### src/rtl/math_reduce_pipe.sv
// Pipelined I_COUNT-lane reduction (OR/AND/XOR/ADD/UMAX/UMIN/SMAX/SMIN) with the op carried per beat.
// Latency: ceil(LEVELS/PIPE_EVERY) cycles from accept to out_valid_o; the final stage is always registered.
// Backpressure: one global enable (out_ready_i | ~out_valid_o) freezes every stage; in_ready_o equals it.
module math_reduce_pipe #(
  parameter int I_COUNT    = 5,
  parameter int I_WIDTH    = 8,
  parameter int O_WIDTH    = 16,
  parameter int PIPE_EVERY = 1
) (
  input  logic                       clk_i,
  input  logic                       rst_i,
  input  logic [I_COUNT*I_WIDTH-1:0] in_data_i,
  input  logic [2:0]                 in_op_i,
  input  logic                       in_valid_i,
  output logic                       in_ready_o,
  output logic [O_WIDTH-1:0]         out_data_o,
  output logic                       out_ovf_o,
  output logic                       out_valid_o,
  input  logic                       out_ready_i
);

  localparam int LEVELS = (I_COUNT > 1) ? $clog2(I_COUNT) : 1;
  localparam int LEAVES = 1 << LEVELS;
  // Node width is wide enough that the full ADD never wraps inside the tree.
  localparam int W      = I_WIDTH + $clog2(I_COUNT) + 1;
  localparam int XW     = (W > O_WIDTH) ? W : O_WIDTH + 1;
  localparam logic [I_WIDTH-1:0] LANE_MSB = I_WIDTH'(1) << (I_WIDTH - 1);

  // Signed ops carry sign-extended lanes so the wide compare is a true signed compare.
  function automatic logic [W-1:0] f_ext(input logic [2:0] op, input logic [I_WIDTH-1:0] x);
    if (op == 3'd6 || op == 3'd7) return W'($signed(x));
    return W'(x);
  endfunction

  // Identity element used for leaves beyond I_COUNT.
  function automatic logic [W-1:0] f_ident(input logic [2:0] op);
    case (op)
      3'd1, 3'd5: return W'({I_WIDTH{1'b1}});
      3'd6:       return f_ext(op, LANE_MSB);
      3'd7:       return f_ext(op, ~LANE_MSB);
      default:    return '0;
    endcase
  endfunction

  function automatic logic [W-1:0] f_comb(input logic [2:0] op, input logic [W-1:0] a,
                                          input logic [W-1:0] b);
    case (op)
      3'd0:    return a | b;
      3'd1:    return a & b;
      3'd2:    return a ^ b;
      3'd3:    return a + b;
      3'd4:    return (a > b) ? a : b;
      3'd5:    return (a < b) ? a : b;
      3'd6:    return ($signed(a) > $signed(b)) ? a : b;
      default: return ($signed(a) < $signed(b)) ? a : b;
    endcase
  endfunction

  logic               en;
  logic [O_WIDTH-1:0] out_data_d, out_data_q;
  logic               out_ovf_d, out_ovf_q;
  logic               out_valid_d, out_valid_q;
  logic [W-1:0]       root;
  logic [XW-1:0]      sum_x;

  assign en          = out_ready_i | ~out_valid_q;
  assign in_ready_o  = en;
  assign out_data_o  = out_data_q;
  assign out_ovf_o   = out_ovf_q;
  assign out_valid_o = out_valid_q;

  // Level 0 is the padded leaf row; levels 1..LEVELS-1 are tree rows, registered every PIPE_EVERY.
  for (genvar l = 0; l < LEVELS; l++) begin : g_lvl
    localparam int NODES = LEAVES >> l;
    logic [W-1:0] val [NODES];
    logic [2:0]   op;
    logic         vld;

    if (l == 0) begin : g_leaf
      assign op  = in_op_i;
      assign vld = in_valid_i;
      for (genvar k = 0; k < NODES; k++) begin : g_lane
        if (k < I_COUNT) begin : g_real
          assign val[k] = f_ext(in_op_i, in_data_i[k*I_WIDTH +: I_WIDTH]);
        end else begin : g_pad
          assign val[k] = f_ident(in_op_i);
        end
      end
    end else begin : g_node
      logic [W-1:0] val_d [NODES];
      logic [2:0]   op_d;
      logic         vld_d;

      // Pairwise combine of the previous row; the op code rides along unchanged.
      always_comb begin
        op_d  = g_lvl[l-1].op;
        vld_d = g_lvl[l-1].vld;
        for (int i = 0; i < NODES; i++) begin
          val_d[i] = f_comb(g_lvl[l-1].op, g_lvl[l-1].val[2*i], g_lvl[l-1].val[2*i+1]);
        end
      end

      if ((l % PIPE_EVERY) == 0) begin : g_reg
        logic [W-1:0] val_q [NODES];
        logic [2:0]   op_q;
        logic         vld_q;

        // Stage register: only the valid bit is reset, data just follows the enable.
        always_ff @(posedge clk_i) begin
          if (rst_i)   vld_q <= 1'b0;
          else if (en) vld_q <= vld_d;
          if (en) begin
            val_q <= val_d;
            op_q  <= op_d;
          end
        end
        assign val = val_q;
        assign op  = op_q;
        assign vld = vld_q;
      end else begin : g_wire
        assign val = val_d;
        assign op  = op_d;
        assign vld = vld_d;
      end
    end
  end

  // Root combine plus result formatting (extension, ADD truncation and overflow).
  always_comb begin
    root        = f_comb(g_lvl[LEVELS-1].op, g_lvl[LEVELS-1].val[0], g_lvl[LEVELS-1].val[1]);
    sum_x       = XW'(root);
    out_data_d  = O_WIDTH'(root[I_WIDTH-1:0]);
    out_ovf_d   = 1'b0;
    out_valid_d = g_lvl[LEVELS-1].vld;
    case (g_lvl[LEVELS-1].op)
      3'd3: begin
        out_data_d = sum_x[O_WIDTH-1:0];
        out_ovf_d  = |sum_x[XW-1:O_WIDTH];
      end
      3'd6, 3'd7: out_data_d = O_WIDTH'($signed(root[I_WIDTH-1:0]));
      default: ;
    endcase
  end

  // Output stage: fully reset so out_data_o is defined, held while downstream stalls.
  always_ff @(posedge clk_i) begin
    if (rst_i) begin
      out_valid_q <= 1'b0;
      out_data_q  <= '0;
      out_ovf_q   <= 1'b0;
    end else if (en) begin
      out_valid_q <= out_valid_d;
      out_data_q  <= out_data_d;
      out_ovf_q   <= out_ovf_d;
    end
  end

endmodule

### config.mk
export PLATFORM = sky130hd
export DESIGN_NAME = math_reduce_pipe
export DESIGN_NICKNAME = d
export VERILOG_FILES = /design/src/rtl/math_reduce_pipe.sv
export SDC_FILE = /design/constraint.sdc
export NUM_CORES = 1
export LEC_CHECK = 0
export BUFFER_PORTS_ARGS = -buffer_cell sky130_fd_sc_hd__buf_2
export CELL_PAD_IN_SITES_DETAIL_PLACEMENT = 0
export CELL_PAD_IN_SITES_GLOBAL_PLACEMENT = 2
export CORE_UTILIZATION = 40
export DETAILED_ROUTE_END_ITERATION = 16
export GPL_TIMING_DRIVEN = 0
export PLACE_DENSITY_LB_ADDON = 0.1
export SYNTH_ARGS = -nofsm -noshare
export SYNTH_HDL_FRONTEND = slang
export SYNTH_SLANG_ARGS = --single-unit
### constraint.sdc
create_clock -name clk_i -period 6.65 [get_ports clk_i]
set_input_delay 0.3325 -clock clk_i [delete_from_list [all_inputs] [get_ports clk_i]]
set_output_delay 0.3325 -clock clk_i [all_outputs]
set_load 0.01 [all_outputs]
# == After elaboration in Yosys (flattened, before gate mapping) ==
# Index checks and enable logic that the tools add are counted.
# word_totals
inputBits,47
wordCells,142
reg_bits,97
# op_classes
n_eq_ne,20
n_bitwise,23
mux,50
n_addsub,7
n_reduce_logical,6
n_lt_le_gt_ge,24
# ops
cell,n
case mux 12 bit (7 select lines),6
two-way mux 12 bit,38
> comparator 12 bit,12
< comparator 12 bit,12
adder 12 bit,7
bitwise AND 12 bit,7
OR 12 bit,7
XOR 12 bit,7
case mux 12 bit (4 select lines),1
case mux 12 bit (3 select lines),1
"== test 3 bit, second input constant",11
case mux 16 bit (2 select lines),1
"== test 3 x 2 -> 1 bit, second input constant",6
"== test 3 x 1 -> 1 bit, second input constant",3
logical NOT 3 bit,3
OR reduction 2 bit,2
two-way mux 1 bit,3
logical OR 1 bit,1
NOT 1 bit,1
OR 1 bit,1

# == Depth between registers and ports, before layout ==
# Gate-level depths: netlist of run 1.
# depth
depth_word,9
ltp_mapped,15

# == Least setup slack after synthesis of run 1 ==
# Ideal clock, no wire load.
# synth_path
kind,input-to-reg
startpoint,input port in_op_i[0]
endpoint,"register g_lvl[1].g_node.g_reg.val_q[20] in the netlist's numbering, data pin"
path_slack_ns,2.217
path_stages,15
arrival_time_ns,4.155
required_ns,6.371
n_path_buf,4
cell_sequence,clkbuf_1 > clkinv_1 > clkbuf_1 > clkbuf_1 > a21oi_1 > inv_1 > ha_1 > clkbuf_1 > nor4_1 > o21a_1 > a21o_1 > or2_4 > maj3_2 > a222oi_1 > o21ai_1
# synth_lines
element,line,text
"start, declared",13,"input logic [2:0] in_op_i,"
"end signal, assigned",113,val_q <= val_d;
"end, declared",104,logic [W-1:0] val_q [NODES];

==> out/results.ini, run 1 <==
[clock_tree]
clockRootBuffer = clkbuf_16
clock-sinks = 87
clkTransAtPathRegs_ns = 0.06
cts_buffers = 9
insertion_delay_ns = 0.37
clk_path_buf_depth = 2
htreeDepth = 3
postCtsHoldBufs = 0
cts_tree = done
post_cts_buffers = 0
post_cts_resized = 0

[floorplan]
io-pin-count = 66
die_x_um = 178
rows = 63
dieArea_um2 = 31600
start_util_pct = 41.1
die_h_um = 178
core_um2 = 30000

[sta]
setup_viol = 0
hold_violations = 0
finalCritPeriodShare_pct = 90.2
post-route-min-period_ns = 6.00
worstMarginPinSlew_ns = 1.19
setup_tns_ns = 0
final-max-slew-violation-count = 0
grt_setup_unrepaired = no
whs_ns = 0.214
final.setup_skew_ns = 0.00883
fmax_mhz = 167
maxSlewHeadroom_pct = 18.9

[critical_path]
critPathLaunchType = primary input
setup.worst_path.class = in -> reg
reg2reg_from = g_lvl[1].g_node.g_reg.val_q[6]
required_ns = 6.81
reg2regPathDepth = 10
endpoint_kind = flip-flop
reg2reg_to = g_lvl[2].g_node.g_reg.val_q[0]
cp.arrival_ns = 6.16
cp_max_fo = 13
reg2reg_slack_ns = 1.74

[synthesis]
synth_top_area_share_pct = 19.0
syn-cell-area_um2 = 12400
yosysTopAreaCell = ha_1
synth_seq_cells = 87
synthTopCellsByArea = ha_1 19%, edfxtp_1 17%, a21oi_1 5.8%
synth_edf_count = 71
syn_inst = 1584
synth_cell_types = 97
synth_flop_cell = edfxtp_1
syn_nets = 1825
yosys_warnings = 0
ys_seq_area_share_pct = 19.9
async_flop_share_pct = 0
postSynthAreaPerCell_um2 = 7.80

[worst_hold_path]
holdCritStartpoint = in_op_i[2]
hp-class = in -> reg
worstHoldEndpoint = g_lvl[1].g_node.g_reg.op_q[2]
hold_depth = 1

[placed_design]
postPlaceCellArea_um2 = 13200
hpwl_um = 33800
gp_congestion = 0.907
io_buffer_count = 64

[global_route]
grt_pass1_vias = 11600
grtUsageTotal_pct = 27.4
grt_pass1_wl_um = 65500
grt.overflow.total = 0
grt_max_degree = 66
antenna_found_initial = 0

[route]
vias = 11900
routed_wl_um = 42500
drc = 0
drtAntennaViolNets = 0
firstDrtPassIters = 9
drt_iter0_markers = 916
viasPerCell = 5.79
wire_per_inst_um = 20.7

[finish]
drive_gt1_share_pct = 8.35
nets = 1901
n_antenna_cell = 0
area_delta_synth_final_pct = 9.31
final_area_um2 = 13500

[power_and_ir_drop]
power.density_nw_per_um2 = 231
p_leak_nw = 5.99
ir_worst_vdd_uv = 97.4

[run]
maxCapViolCount = 0

[outcome]
status = complete, no violations

kinds of logic after synthesis:
kind of cell,Yosys count,synth area share (%)
adder cells (fa/ha/maj),195,20.1
other,1,0.0304
flip-flops,87,19.9
multiplexers,39,3.89
XOR/XNOR,32,2.27
AND/OR/NAND/NOR,476,18.2
AO/OA/AOI/OAI,515,28.0
buffers and inverters,239,7.56
flip-flops by register name, summed over array words and instances, names as in the netlist:
name                      cells
g_lvl.g_node.g_reg.op_q       6
g_lvl.g_node.g_reg.val_q     65
out_valid_o                   1
out_data_o                   13
g_lvl.g_node.g_reg.vld_q      2
where the power goes:
part | leakage, nW | internal, mW | switching [mW]
sequential | 0.918 | 0.717 | 0.129
combinational | 4.92 | 0.666 | 1.06
clock | 0.149 | 0.326 | 0.221
total | 5.99 | 1.71 | 1.41
worst max-delay path, stage by stage:
cell      delay [ns]
buf_2           0.12
clkbuf_1        0.40
clkinv_1        0.41
clkbuf_1        0.42
clkbuf_1        0.48
a21oi_1         0.90
inv_1           0.52
ha_1            0.53
nand2b_1        0.18
a21oi_1         0.16
o22ai_1         0.10
a21oi_1         0.33
nor3_1          0.15
o31ai_1         0.59
inv_1           0.21
a22oi_1         0.31
layout by cell type, fill, tap and decap left out, drive strengths merged, types with 16 or more instances in the layout:
cell type | synthesis | layout
buf | 18 | 83
o22ai | 16 | 16
a21oi | 145 | 145
nor3 | 50 | 50
edfxtp | 71 | 71
nor2 | 144 | 144
mux2i | 30 | 30
nor2b | 24 | 24
a21o | 27 | 27
xnor2 | 24 | 24
nand2b | 24 | 24
nand3 | 23 | 23
dfxtp | 16 | 16
inv | 156 | 157
o21ai | 110 | 110
nand2 | 140 | 140
clkbuf | 62 | 71
a211oi | 31 | 31
ha | 188 | 188
a221oi | 22 | 22
a31oi | 16 | 16
metrics by stage:
step | power [mW] | worst slack (ns) | instances | util [%]
after CTS | 3.13 | 0.738 | 2054 | 45.0
after detailed placement | 2.57 | 0.374 | 2039 | 43.9
after global placement | 2.56 | 0.345 | 2038 | 43.8
after floorplan | 2.06 | 2.22 | 1584 | -
after global routing | 3.37 | 0.350 | 2054 | 45.0
final | 3.12 | 0.650 | 2054 | 45.0
final cells by class:
type / count / area, µm²
Multi-Input combinational cell: 1258 / 8960
Tap cell: 390 / 488
Fill cell: 3094 / 16500
Clock inverter: 6 / 85.1
Clock buffer: 9 / 225
Buffer: 80 / 340
Timing Repair Buffer: 65 / 348
Inverter: 159 / 597
Sequential cell: 87 / 2450
how the worst max path moves through the flow:
stage,startpoint,cells past startpoint,to
2_1_floorplan,in_op_i[0],15,g_lvl[1].g_node.g_reg.val_q[20]
3_3_place_gp,in_op_i[0],16,g_lvl[1].g_node.g_reg.val_q[14]
3_5_place_dp,in_op_i[0],16,g_lvl[1].g_node.g_reg.val_q[18]
4_1_cts,in_op_i[0],16,g_lvl[1].g_node.g_reg.val_q[18]
5_1_grt,in_op_i[0],16,g_lvl[1].g_node.g_reg.val_q[14]
6_report,in_op_i[0],16,g_lvl[1].g_node.g_reg.val_q[14]
routing by layer:
| metal | vias to the layer above | routed length [µm] | track usage, % |
|---|---|---|---|
| li1 | 5859 | - | - |
| met1 | 5552 | 18000 | 32.6 |
| met2 | 376 | 20200 | 47.2 |
| met3 | 101 | 2250 | 4.61 |
| met4 | 0 | 2120 | 14.1 |
| met5 | - | 0 | 0 |
synth_stat cells (all sizes together) (7+ instances only):
cell type / count
a22oi: 10
a221o: 9
o211ai: 11
or2: 8
edfxtp: 71
nand2b: 24
ha: 188
clkbuf: 62
buf: 18
o22ai: 16
o21a: 14
nor3b: 9
nand3: 23
nand2: 140
a21o: 27
o21bai: 14
nor2: 144
mux2i: 30
o21ai: 110
xnor2: 24
inv: 156
a31oi: 16
nor4: 11
xor2: 8
a221oi: 22
and2: 8
and3: 8
mux4: 7
nor2b: 24
a211oi: 31
a21oi: 145
o31ai: 9
o221ai: 8
nor3: 50
o41ai: 8
dfxtp: 16
a2111oi: 7
Power figures use the tool's default switching activity.
==> run 2: changes to the inputs <==
--- a/config.mk
+++ b/config.mk
@@ -5,11 +5,12 @@
 export SDC_FILE = /design/constraint.sdc
 export NUM_CORES = 1
 export LEC_CHECK = 0
-export BUFFER_PORTS_ARGS = -buffer_cell sky130_fd_sc_hd__buf_2
 export CELL_PAD_IN_SITES_DETAIL_PLACEMENT = 0
 export CELL_PAD_IN_SITES_GLOBAL_PLACEMENT = 2
 export CORE_UTILIZATION = 40
+export CTS_BUF_LIST = sky130_fd_sc_hd__clkbuf_4 sky130_fd_sc_hd__clkbuf_8 sky130_fd_sc_hd__clkbuf_16
 export DETAILED_ROUTE_END_ITERATION = 16
+export DONT_BUFFER_PORTS = 1
 export GPL_TIMING_DRIVEN = 0
 export PLACE_DENSITY_LB_ADDON = 0.1
 export SYNTH_ARGS = -nofsm -noshare
==> run 2 against run 1 <==
Routed wire length increased by 0.33%. Cell count decreased by 3.1%. Sequential power increased by 1%. Clock-buffer cell count unchanged. Maximum frequency increased by 2.5%. Clock skew increased by 0.0043 ns. First-iteration DRC count decreased by 8.7%. Critical endpoint unchanged. Largest power group unchanged.
==> out/results.ini, run 2 (synthesized netlist as in run 1, its figures left out) <==
[outcome]
status = complete, no violations

[route]
drtAntennaViolNets = 0  ; unchanged
drt_iter0_markers = 836  ; -8.7%
vias = 11700  ; -1.8%
firstDrtPassIters = 7  ; -2
viasPerCell = 5.86  ; +1.3%
routed_wl_um = 42700  ; +0.33%
wire_per_inst_um = 21.4  ; +3.6%
drc = 0  ; unchanged

[global_route]
grt_max_degree = 47  ; -29%
grt_pass1_vias = 11300  ; -2.2%
antenna_found_initial = 0  ; unchanged
grt_pass1_wl_um = 65600  ; +0.16%
grt.overflow.total = 0  ; unchanged
grtUsageTotal_pct = 27.4  ; about the same

[placed_design]
io_buffer_count = 0  ; -100%
dp_cells = 1975  ; -3.1%
postPlaceCellArea_um2 = 12900  ; -2.5%
hpwl_um = 33900  ; +0.17%
gp_congestion = 0.920  ; +1.5%

[finish]
drive_gt1_share_pct = 4.69  ; -3.7 points
nets = 1837  ; -3.4%
layout_common_cells = 188 x ha_1, 155 x inv_1, 144 x a21oi_1, 144 x nor2_1, 140 x nand2_1
largest_register_ffs = 65  ; unchanged
final_area_um2 = 13200  ; -2.4%
finalCoreUtilization_pct = 43.9  ; -1.1 points
fillCellCount = 3166  ; +2.3%
final_common_cell = ha_1
finalNonFillerCells = 1990  ; -3.1%
n_antenna_cell = 0  ; unchanged
final-seq-area_um2 = 2450  ; unchanged
multi_input_area_um2 = 8960  ; unchanged
area_delta_synth_final_pct = 6.66
largest-register = g_lvl.g_node.g_reg.val_q

[floorplan]
die_x_um = 178  ; unchanged
core_um2 = 30000  ; unchanged
die_h_um = 178  ; unchanged
dieArea_um2 = 31600  ; unchanged
io-pin-count = 66  ; unchanged
start_util_pct = 41.1  ; unchanged
rows = 63  ; unchanged

[critical_path]
cpPeakStageDelay_ns = 0.93  ; +0.03 ns
crit_start = in_op_i[0]
cp_slowest_cell = a21oi_1
endpoint_kind = flip-flop
critPathBufInv = 6  ; -1
reg2regPathDepth = 10  ; unchanged
required_ns = 6.81  ; about the same
reg2reg_slack_ns = 1.86  ; +0.12 ns
setup.worst_path.class = in -> reg
cp.arrival_ns = 6.01  ; -0.15 ns
reg2reg_to = g_lvl[2].g_node.g_reg.val_q[0]
critPathLaunchType = primary input
critPathTopFamily = compound AO/OA/AOI/OAI gates
cp_max_fo = 13  ; unchanged
crit_cells = 15  ; -1
path_cells = clkbuf_1 > clkinv_1 > clkbuf_1 > clkbuf_1 > a21oi_1 > inv_1 > ha_1 > nand2b_1 > a21oi_1 > o22ai_1 > a21oi_1 > nor3_1 > o31ai_1 > inv_1 > a22oi_1
reg2reg_from = g_lvl[1].g_node.g_reg.val_q[6]

[worst_hold_path]
hp-class = in -> reg
holdCritStartpoint = in_op_i[1]
worstHoldEndpoint = g_lvl[1].g_node.g_reg.op_q[1]
hold_depth = 0  ; -1

[sta]
final-max-slew-violation-count = 0  ; unchanged
post-route-min-period_ns = 5.85  ; -0.147 ns
maxSlewHeadroom_pct = 25.7  ; +6.8 points
grt_setup_unrepaired = no
fmax_mhz = 171  ; +2.5%
setup_tns_ns = 0  ; unchanged
setup_viol = 0  ; unchanged
final.setup_skew_ns = 0.0132  ; +0.00432 ns
finalCritPeriodShare_pct = 88.0  ; -2.2 points
hold_violations = 0  ; unchanged
whs_ns = 0.0607  ; -0.153 ns
worstMarginPinSlew_ns = 1.11  ; -0.0748 ns

[clock_tree]
clkTransAtPathRegs_ns = 0.07  ; about the same
htreeDepth = 3  ; unchanged
cts_buffers = 9  ; unchanged
cts_tree = done
clockRootBuffer = clkbuf_16
insertion_delay_ns = 0.37  ; about the same
post_cts_buffers = 0  ; unchanged
clock-sinks = 87  ; unchanged
clk_path_buf_depth = 2  ; unchanged
postCtsHoldBufs = 0  ; unchanged
post_cts_resized = 0  ; unchanged

[power_and_ir_drop]
power.density_nw_per_um2 = 234  ; +1.4%
p_leak_nw = 5.71  ; -4.6%
ir_worst_vdd_uv = 126  ; +30%

[run]
maxCapViolCount = 0  ; unchanged

## run 2: routing by layer
metal | share of wire, % | GRT usage [%] | wire length [µm]
met5 | 0 | 0 | 0
met4 | 3.4 | 10.6 | 1430
met3 | 4.5 | 3.62 | 1910
met2 | 49 | 48.8 | 21100
met1 | 43 | 33.3 | 18200
## run 2: how the worst max path moves through the flow
stage / to / slack (ns)
finish: g_lvl[1].g_node.g_reg.val_q[14] / 0.80
global route: g_lvl[1].g_node.g_reg.val_q[14] / 0.43
CTS: g_lvl[1].g_node.g_reg.val_q[14] / 0.85
detailed placement: g_lvl[1].g_node.g_reg.val_q[14] / 0.49
global placement: g_lvl[1].g_node.g_reg.val_q[14] / 0.53
floorplan: g_lvl[1].g_node.g_reg.val_q[20] / 2.22
## run 2: through the flow
| stage | setup WS, ns | power [mW] |
|---|---|---|
| after detailed placement | 0.491 | 2.52 |
| after floorplan | 2.22 | 2.06 |
| final | 0.797 | 3.09 |
| after global routing | 0.435 | 3.31 |
| after CTS | 0.848 | 3.09 |
| after global placement | 0.532 | 2.52 |
## run 2: worst reg2reg max path: stages, from the launching register on
cell and delay, ns:
edfxtp_1 0.71, inv_1 0.45, ha_1 0.51, nor4_2 0.44, a221oi_1 0.19, a21oi_2 0.35
mux2i_1 0.31, o31ai_2 0.12, a21boi_2 0.30, a221oi_1 0.14, a2111oi_0 0.94
## run 2: cell type report
type / instances / area share, %
Multi-Input combinational cell: 1258 / 68.1
Sequential cell: 87 / 18.6
Inverter: 159 / 4.53
Tap cell: 390 / 3.70
Buffer: 80 / 2.58
Clock buffer: 9 / 1.71
Clock inverter: 6 / 0.646
Timing Repair Buffer: 1 / 0.152
## run 2: power breakdown
group	switching [mW]	total (mW)	internal, mW
combinational	1.03	1.67	0.644
sequential	0.140	0.858	0.717
clock	0.229	0.556	0.327
==> run 3: changes to the inputs <==
--- a/config.mk
+++ b/config.mk
@@ -7,7 +7,7 @@
 export LEC_CHECK = 0
 export CELL_PAD_IN_SITES_DETAIL_PLACEMENT = 0
 export CELL_PAD_IN_SITES_GLOBAL_PLACEMENT = 2
-export CORE_UTILIZATION = 40
+export CORE_UTILIZATION = 30
 export CTS_BUF_LIST = sky130_fd_sc_hd__clkbuf_4 sky130_fd_sc_hd__clkbuf_8 sky130_fd_sc_hd__clkbuf_16
 export DETAILED_ROUTE_END_ITERATION = 16
 export DONT_BUFFER_PORTS = 1
==> constraint.sdc (replaced) <==
create_clock -name clk_i -period 7.5 [get_ports clk_i]
set_input_delay 0.375 -clock clk_i [delete_from_list [all_inputs] [get_ports clk_i]]
set_output_delay 0.375 -clock clk_i [all_outputs]
set_load 0.01 [all_outputs]
==> run 3 against run 2 <==
The run now ends with max-capacitance violations left. Non-clock buffer count stayed put. First-iteration DRC count is 6.3% lower. Hold slack better by 0.052 ns. Routed wire length is 9.3% higher. Utilization is 11 points lower. Cell area is 1.3% higher. Sequential power is 11% lower. Critical path depth stayed put. Global-route usage is 5.1 points lower. Sequential share of layout area is 0.24 points lower. Combinational power is 9.6% lower. Worst setup slack better by 0.75 ns. Critical endpoint is now g_lvl[1].g_node.g_reg.val_q[12].
==> out/results.ini, run 3 (synthesized netlist as in run 1, its figures left out) <==
[outcome]
status = complete, but fails checks
violations = max-capacitance violations

[sta]
hold_violations = 0  ; unchanged
final.setup_skew_ns = 0.00932  ; -0.00384 ns
worstMarginPinSlew_ns = 1.45  ; +0.343 ns
fmax_mhz = 168
post-route-min-period_ns = 5.96
grt_setup_unrepaired = no
final-max-slew-violation-count = 0  ; unchanged
finalCritPeriodShare_pct = 79.4
setup_tns_ns = 0  ; unchanged
setup_viol = 0  ; unchanged
maxSlewHeadroom_pct = 0.621  ; -25 points

[finish]
n_antenna_cell = 0  ; unchanged
finalNonFillerCells = 2126  ; +6.8%
drive_gt1_share_pct = 4.75  ; +0.060 points
largest-register = g_lvl.g_node.g_reg.val_q
largest_register_ffs = 65  ; unchanged
area_delta_synth_final_pct = 8.04
nets = 1837  ; unchanged
final_common_cell = ha_1
final_area_um2 = 13300  ; +1.3%
layout_common_cells = 188 x ha_1, 155 x inv_1, 144 x a21oi_1, 144 x nor2_1, 140 x nand2_1

[placed_design]
hpwl_um = 37300  ; +10%
postPlaceCellArea_um2 = 13000  ; +1.3%
gp_congestion = 0.876  ; -4.9%
io_buffer_count = 0  ; unchanged
dp_cells = 2110  ; +6.8%

[critical_path]
critPathBufInv = 6  ; unchanged
cpPeakStageDelay_ns = 0.95  ; +0.02 ns
required_ns = 7.64  ; +0.83 ns
setup.worst_path.class = in -> reg
critPathTopFamily = buffers and inverters
path_cells = clkbuf_1 > clkinv_1 > clkbuf_1 > clkbuf_1 > a21oi_1 > inv_1 > ha_1 > nand2b_1 > a21oi_1 > o22ai_1 > a21oi_1 > nor3_1 > o31ai_1 > inv_1 > a31oi_1
cp.arrival_ns = 6.10  ; +0.09 ns
endpoint_kind = flip-flop
cp_max_fo = 13  ; unchanged
cp_slowest_cell = a21oi_1
critPathLaunchType = primary input

[floorplan]
die_x_um = 205  ; +15%
io-pin-count = 66  ; unchanged
die_h_um = 205  ; +15%
core_um2 = 40200  ; +34%
rows = 73  ; +16%
dieArea_um2 = 42000  ; +33%
start_util_pct = 30.7  ; -10 points

[clock_tree]
clock-sinks = 87  ; unchanged
clkTransAtPathRegs_ns = 0.06  ; about the same
cts_tree = done
cts_buffers = 9  ; unchanged
clk_path_buf_depth = 2  ; unchanged
insertion_delay_ns = 0.36  ; about the same
post_cts_buffers = 0  ; unchanged
clockRootBuffer = clkbuf_16
postCtsHoldBufs = 0  ; unchanged
htreeDepth = 3  ; unchanged
post_cts_resized = 0  ; unchanged

[route]
wire_per_inst_um = 21.9  ; +2.3%
vias = 11700  ; -0.077%
firstDrtPassIters = 5  ; -2
drc = 0  ; unchanged
drt_iter0_markers = 783  ; -6.3%
routed_wl_um = 46600  ; +9.3%
viasPerCell = 5.48  ; -6.5%
drtAntennaViolNets = 0  ; unchanged

[global_route]
grt_pass1_wl_um = 70400  ; +7.4%
grt.overflow.total = 0  ; unchanged
grtUsageTotal_pct = 22.3  ; -5.1 points
grt_pass1_vias = 11500  ; +1.4%
antenna_found_initial = 0  ; unchanged
grt_max_degree = 47  ; unchanged

[worst_hold_path]
hp-class = in -> reg

[run]
maxCapViolCount = 1  ; +1

[power_and_ir_drop]
power.density_nw_per_um2 = 207  ; -12%
ir_worst_vdd_uv = 108  ; -15%
p_leak_nw = 5.72  ; about the same

==> run 3: changes by cell type in the layout (fill, tap and decap cells not counted), sizes merged <==
cell and change:
inv -1, clkinv +2
==> run 3: stage by stage <==
step	hold slack, ns	setup WS (ns)	utilization (%)	total power, mW
final	0.112	1.54	33.2	2.77
after global routing	0.0926	1.08	33.2	2.99
after CTS	0.0991	1.51	33.2	2.79
after detailed placement	0.450	1.15	32.4	2.28
after global placement	0.441	0.999	32.4	2.28
after floorplan	0.424	3.02	-	1.82
==> run 3: layer usage <==
layer / vias to the layer above / routed length (µm) / GRT usage (%)
met5: - / 0 / 0
met4: 0 / 1010 / 6.24
met3: 51 / 1730 / 2.37
met2: 307 / 23200 / 40.4
met1: 5564 / 20700 / 27.7
li1: 5739 / - / -
==> run 3: worst paths after layout <==
path	slack, ns	start	to	cells after the start
min	0.11	in_op_i[2]	g_lvl[1].g_node.g_reg.op_q[2]	0
max reg2reg	2.23	g_lvl[1].g_node.g_reg.val_q[6]	g_lvl[2].g_node.g_reg.val_q[0]	10
max	1.54	in_op_i[0]	g_lvl[1].g_node.g_reg.val_q[12]	15
min reg2reg	0.45	g_lvl[2].g_node.g_reg.vld_q	g_lvl[2].g_node.g_reg.vld_q	2
==> run 3: layout make-up <==
cell class,instances,area [µm²]
sequential,87,2450
clock buffer,9,225
fill,4375,26800
timing repair buffer,1,20.0
buffer,80,340
inverter,159,597
multi-input combinational,1258,8960
tap,525,657
clock inverter,7,87.6
==> run 3: where the power goes <==
part / switching, mW / internal (mW) / total, mW / leakage (nW)
combinational: 0.941 / 0.571 / 1.51 / 4.65
clock: 0.203 / 0.289 / 0.493 / 0.153
sequential: 0.126 / 0.636 / 0.762 / 0.918
total: 1.27 / 1.50 / 2.77 / 5.72
